**config.mk**
```make
export PLATFORM = sky130hd
export DESIGN_NAME = baud_tick_gen_flat
export DESIGN_NICKNAME = d
export VERILOG_FILES = /design/src/rtl/baud_tick_gen_if.sv /design/src/rtl/baud_tick_gen.sv /design/src/flat_wrapper.sv
export SDC_FILE = /design/constraint.sdc
export NUM_CORES = 1
export LEC_CHECK = 0
export CAP_MARGIN = 10
export CORE_MARGIN = 2
export CORE_UTILIZATION = 54
export DETAILED_ROUTE_END_ITERATION = 7
export GPL_ROUTABILITY_DRIVEN = 0
export GPL_TIMING_DRIVEN = 0
export PLACE_DENSITY = 0.91
export SETUP_SLACK_MARGIN = 0.5
export SKIP_LAST_GASP = 1
export SLEW_MARGIN = 20
export SYNTH_ARGS = -nofsm -noshare
export SYNTH_HDL_FRONTEND = slang
export SYNTH_SLANG_ARGS = --single-unit
```
**constraint.sdc**
```tcl
create_clock -name clk -period 2.3 [get_ports clk]
set_input_delay 0.575 -clock clk [delete_from_list [all_inputs] [get_ports clk]]
set_output_delay 0.575 -clock clk [all_outputs]
set_load 0.05 [all_outputs]
```
**src/rtl/baud_tick_gen_if.sv**
```systemverilog
// rtl/baud_tick_gen_if.sv - register-write and tick bus for baud_tick_gen
//
// Purpose: groups the enable, divisor write port and tick outputs of the
//          baud rate generator.
// Signals:
//   en       count enable (master -> slave)
//   wr       divisor write strobe (master -> slave)
//   ioaddr   register select, 2'b10 low byte, 2'b11 high byte
//   wdata    write data byte
//   divisor  current divisor register (slave -> master)
//   rx_tick  one-cycle oversample enable (slave -> master)
//   tx_tick  one-cycle bit-rate enable (slave -> master)

interface baud_tick_gen_if #(
   parameter int DIV_W = 16
);
   logic             en;
   logic             wr;
   logic [1:0]       ioaddr;
   logic [7:0]       wdata;
   logic [DIV_W-1:0] divisor;
   logic             rx_tick;
   logic             tx_tick;

   modport master (
      output en, wr, ioaddr, wdata,
      input  divisor, rx_tick, tx_tick
   );

   modport slave (
      input  en, wr, ioaddr, wdata,
      output divisor, rx_tick, tx_tick
   );
endinterface

```
**src/rtl/baud_tick_gen.sv**
```systemverilog
// rtl/baud_tick_gen.sv - programmable baud rate tick generator
//
// Purpose: down counter reloaded from a byte-writable divisor produces an
//          oversample tick every divisor+1 cycles; a prescaler divides that
//          by OVERSAMPLE to give the bit-rate tick.
// Ports:
//   clk   clock, rising edge
//   rst   synchronous active-high reset
//   bus   baud_tick_gen_if.slave: en, wr, ioaddr, wdata in;
//         divisor, rx_tick, tx_tick out

module baud_tick_gen #(
   parameter int          DIV_W       = 16,
   parameter int          OVERSAMPLE  = 16,
   parameter logic [15:0] DEFAULT_DIV = 16'd325
) (
   input logic           clk,
   input logic           rst,
   baud_tick_gen_if.slave bus
);
   localparam int               PS_W    = $clog2(OVERSAMPLE);
   localparam logic [DIV_W-1:0] DIV_RST = DEFAULT_DIV[DIV_W-1:0];
   localparam logic [PS_W-1:0]  PS_LAST = PS_W'(OVERSAMPLE - 1);

   logic [DIV_W-1:0] div_q;
   logic [DIV_W-1:0] div_new;
   logic [DIV_W-1:0] cnt;
   logic [PS_W-1:0]  ps;
   logic             div_wr;
   logic             rx_tick;

   // Merge the written byte into the current divisor so a single byte
   // write restarts the phase with the combined value.
   always_comb begin
      div_new = div_q;
      div_wr  = 1'b0;
      if (bus.wr) begin
         case (bus.ioaddr)
            2'b10: begin
               div_new[7:0] = bus.wdata;
               div_wr       = 1'b1;
            end
            2'b11: begin
               div_new[DIV_W-1:8] = bus.wdata[DIV_W-9:0];
               div_wr             = 1'b1;
            end
            default: ;
         endcase
      end
   end

   // Gated by rst so no stale terminal count leaks out while in reset.
   assign rx_tick     = !rst && bus.en && (cnt == '0) && (div_q != '0);
   assign bus.rx_tick = rx_tick;
   assign bus.tx_tick = rx_tick && (ps == PS_LAST);
   assign bus.divisor = div_q;

   always_ff @(posedge clk) begin
      if (rst) begin
         div_q <= DIV_RST;
         cnt   <= DIV_RST;
         ps    <= '0;
      end else if (div_wr) begin
         // A write wins over a coincident tick: ps clears, not increments.
         div_q <= div_new;
         cnt   <= div_new;
         ps    <= '0;
      end else if (bus.en) begin
         // Reload at zero, so the decrement never underflows.
         if (cnt == '0) begin
            cnt <= div_q;
         end else begin
            cnt <= cnt - 1'b1;
         end
         if (rx_tick) begin
            ps <= (ps == PS_LAST) ? '0 : ps + 1'b1;
         end
      end
   end
endmodule

```
**src/flat_wrapper.sv**
```systemverilog
// flat-port wrapper written by rule: the top's interface ports become plain ports
module baud_tick_gen_flat 
#(
   parameter int          DIV_W       = 16,
   parameter int          OVERSAMPLE  = 16,
   parameter logic [15:0] DEFAULT_DIV = 16'd325
)
  (clk, rst, bus_en, bus_wr, bus_ioaddr, bus_wdata, bus_divisor, bus_rx_tick, bus_tx_tick);
  baud_tick_gen_if #(.DIV_W(DIV_W)) bus_i ();
  input logic clk;
  input logic rst;
  input wire logic [$bits(bus_i.en)-1:0] bus_en;
  input wire logic [$bits(bus_i.wr)-1:0] bus_wr;
  input wire logic [$bits(bus_i.ioaddr)-1:0] bus_ioaddr;
  input wire logic [$bits(bus_i.wdata)-1:0] bus_wdata;
  output wire logic [$bits(bus_i.divisor)-1:0] bus_divisor;
  output wire logic [$bits(bus_i.rx_tick)-1:0] bus_rx_tick;
  output wire logic [$bits(bus_i.tx_tick)-1:0] bus_tx_tick;
  assign bus_i.en = bus_en;
  assign bus_i.wr = bus_wr;
  assign bus_i.ioaddr = bus_ioaddr;
  assign bus_i.wdata = bus_wdata;
  assign bus_divisor = bus_i.divisor;
  assign bus_rx_tick = bus_i.rx_tick;
  assign bus_tx_tick = bus_i.tx_tick;
  baud_tick_gen #(.DIV_W(DIV_W), .OVERSAMPLE(OVERSAMPLE), .DEFAULT_DIV(DEFAULT_DIV)) u_core (.clk(clk), .rst(rst), .bus(bus_i));
endmodule
```
==> results.md <==
- Initial antenna violation count: 0
- Final setup violation count: 2
- Layout cells sized above 1: 0.335
- Slew Limit Headroom: 0.534
- Layout Nets: roughly 370
- Synth area leaders: dfxtp_1 33%, a21oi_1 8.0%, nand2_1 7.6%, mux2i_1 6.9%, nor2_1 4.8%
- Net count after synthesis: 303
- Placed insts: between 300 and 400
- Fin worst setup slack: -0.0512 ns
- CTS root buf: clkbuf_8
- Crit start category: flip-flop
- Post-route ant nets: 0
- Compound-gate portion of the synthesized area: 0.257
- Worst setup EP type: output pin
- Hold Path Class: flip-flop to flip-flop
- Tcrit/Tclk final: 1.02
- Initial Util: 0.553
- Met2 Use GR: 0.548
- Area delta synth->final: 46.7%
- Buf+Inv Stages, Crit Path: 1
- Top cell type's share of synthesized area: 0.330
- Kind of cell adding the most delay to the critical path: simple AND/OR/NAND/NOR gates
- Antenna diodes: 0
- Minimum clock period: 2.35 ns
- I/O Buffers: 29
- Post-Syn Instances: 286
- GRT Total Usage: 0.352
- RSZ-0062 raised after global routing: yes
- Count of cell types in the netlist: 54
- Core region area: 0.00394 mm2
- Vert. Die Dim: 67.6 um
- CTS buffer count: 5
- Failing checks: negative setup slack
- Clock transition at path regs: about 0.070 ns
- Maximum vdd drop: 451 uV
- DRT Pass-1 Iters: 6
- Slew @ Worst Pin: 0.699 ns
- TritonCTS Sinks: 36
- DR WL/cell: 23.7 um
- Worst reg-to-reg path cell count: 9
- I/O pin cnt: 32
- Synth warn: 0
- Seq cells post-synth: 36
- Row cnt: 23
- Pleak: 0.00120 uW
- Final hold vios: 0
- Grt met1 use: 0.456
- Horiz. Die Dim: 67.6 um
- Worst Setup Path Type: flip-flop to output pin
- Critical Path AT: 1.78 ns
- Vias in the first global route: around 2300
- Routed vias: 2885
- Worst-skew pair later-pin latency: 0.30 ns
- Status: finished, violations left
- Crit path top cell by count: nor2_4
- DIE AREA: 0.00457 mm2
- Post-synth EDFFs: 0
- Synthesized area: 0.00218 mm2
- Max Cap Viol: 0
- Worst EP required: around 1.7 ns
- Worst Hold End: u_core.bus.divisor[4]$_SDFFE_PP0P_
- GR peak layer: met2
- Finished Layout Cells: 399
- FF/Latch Area: 736 um2
- Mux share of post-synthesis cell area: 0.0688
- CTS Hold Bufs: 0
- Setup TNS: -0.0661 ns
- Yosys top cell by area: dfxtp_1
- Largest family of logic cells by synthesized area: simple AND/OR/NAND/NOR gates
- FMAX: 425 MHz
- Worst-path maximum fanout: 7
- Fin. max-slew vios: 0
- Max incr delay on CP: 0.47 ns
- Simple-gate share of the synthesized area: 0.266
- Synth Area per Inst: 7.63 um2
- Pin count of the biggest net entering global routing: 12
- Overflow after GRT: 0
- CP max stage cell: or3_4
- Htree depth: 2
- Worst-case clock buffer depth: 2
- CTS tree: done
- Post-Synth Adder-Cell Area: 0.0172
- Clk_skew: 0.00659 ns
- Min-delay src: u_core.bus.divisor[4]$_SDFFE_PP0P_
- Post-synthesis async set-or-reset flop share: 0
- Seq/Total Area, Yosys: 0.330
- Area of the multi-input gates: 0.00163 mm2
- First-pass GRT wire length: 11800 um
- GRT met3 Usage: 0.0750
- # fillers: 191
- Remaining DRCs: 0
- Hold Crit Depth: 2
- Detailed Route WL: around 9500 um
- Vias per cell: 7.23
- PD cells: 497 mW/mm2
- Register-to-register setup slack: ~0.25 ns
- Critical-path cell list: or3_4, nor2_4, nand3_4, nor2_4, buf_6
- Synth Area in XOR/XNOR: 0.0120
- Dominant synthesized flop cell: dfxtp_1
- Dpl hpwl: 4940 um
- Reg-to-reg endpoint: u_core.cnt[6]$_SDFFE_PP1P_
- DRT iter0 DRCs: just under 500
- RR Startpoint: u_core.cnt[12]$_SDFFE_PP0P_
[kinds of logic (layout without fill, tap and decap cells)]
family,count (synthesis),after routing
compound gates,86,86
xor+xnor,3,3
fa+ha+maj,3,3
buf+inv,25,88
flops,36,36
mux,15,15
simple gates,118,118
[worst min-delay path: cells and delay by family, from the launching register on]
family | cells | cell delay, ns
DFF | 1 | 0.34
AOI/OAI and AO/OA | 1 | 0.05
and+or+nand+nor | 1 | 0.05
[cell type report]
| class | count | area share |
|---|---|---|
| Inverter | 8 | 0.0109 |
| Multi-Input combinational cell | 225 | 0.510 |
| Timing Repair Buffer | 55 | 0.159 |
| Clock buffer | 6 | 0.0258 |
| Tap cell | 50 | 0.0195 |
| Clock inverter | 2 | 0.00313 |
| Sequential cell | 36 | 0.230 |
| Buffer | 17 | 0.0418 |
[worst max-delay path by stage]
| stage | from | endpoint | cells after the start |
|---|---|---|---|
| final | u_core.cnt[4]$_SDFFE_PP0P_ | bus_tx_tick | 5 |
| after global routing | u_core.cnt[4]$_SDFFE_PP0P_ | bus_tx_tick | 5 |
| after CTS | u_core.cnt[1]$_SDFFE_PP0P_ | bus_tx_tick | 8 |
| after detailed placement | bus_en | bus_rx_tick | 6 |
| after global placement | bus_en | bus_rx_tick | 6 |
| after floorplan | rst | bus_tx_tick | 5 |
[cell usage after synthesis (2+ instances only)]
| master | instances |
|---|---|
| a2111oi_0 | 2 |
| a21oi_1 | 35 |
| a31oi_1 | 9 |
| and2_1 | 2 |
| and3_1 | 3 |
| buf_2 | 4 |
| buf_4 | 2 |
| clkbuf_1 | 11 |
| dfxtp_1 | 36 |
| ha_1 | 3 |
| inv_1 | 7 |
| mux2i_1 | 15 |
| nand2_1 | 44 |
| nand2b_1 | 3 |
| nand3_1 | 7 |
| nand3b_1 | 2 |
| nand4_1 | 2 |
| nor2_1 | 28 |
| nor3_1 | 6 |
| nor4_1 | 7 |
| o21a_1 | 2 |
| o21ai_0 | 9 |
| o221ai_1 | 2 |
| o22ai_1 | 4 |
| o311ai_0 | 6 |
| o31ai_1 | 3 |
| or3_1 | 3 |
| or4_1 | 2 |
| xnor2_1 | 2 |
[sequential cells by signal, indices dropped and copies added, names as in the netlist]
| signal | flops |
|---|---|
| u_core.bus.divisor | 16 |
| u_core.cnt | 16 |
| u_core.ps | 4 |
[metal layers]
| layer | wire (um) | up-vias |
|---|---|---|
| met4 | 738 | 0 |
| li1 | - | 1191 |
| met2 | 4170 | 325 |
| met1 | 3290 | 1275 |
| met3 | 1260 | 94 |
| met5 | 0 | - |
[power by group]
part | leakage [uW] | internal (uW) | switching (uW)
combinational | 0.000855 | 156 | 238
clock | 0.0000510 | 239 | 251
sequential | 0.000296 | 653 | 53.5
[repair_timing]
action / in CTS / in global routing
buffers inserted: 11 / 14
cloned: 1 / 0
hold endpoints to repair: 0 / 0
pin swaps: 10 / 20
endpoints found under the setup margin: 54 / 36
gates resized for setup: 96 / 53
[cells in the final DEF, fill, tap and decap left out, drive strengths merged, types with 3 or more instances in the layout]
| master | instances |
|---|---|
| nand2 | 45 |
| dfxtp | 36 |
| a21oi | 35 |
| buf | 34 |
| nor2 | 29 |
| clkbuf | 21 |
| mux2i | 15 |
| clkdlybuf4s15 | 12 |
| a31oi | 9 |
| o21ai | 9 |
| clkdlybuf4s50 | 8 |
| nand3 | 8 |
| inv | 8 |
| nor4 | 7 |
| o311ai | 7 |
| nor3 | 6 |
| o22ai | 4 |
| or3 | 4 |
| and3 | 3 |
| o31ai | 3 |
| nand2b | 3 |
| ha | 3 |
[stage by stage]
step                      cell area, um2  total power (uW)  worst slack [ns]  hold WS, ns   util
final                               3200              1590           -0.0512        0.486  0.812
after global routing                3200              1620           -0.0901        0.501  0.812
after CTS                           2930              1500           -0.0449        0.476  0.742
after detailed placement            2600              1000            -0.873        0.461  0.659
after global placement              2600               993            -0.855        0.449  0.659
after floorplan                     2240               898             0.306        0.436      -
(Power assumes the default switching activity.)
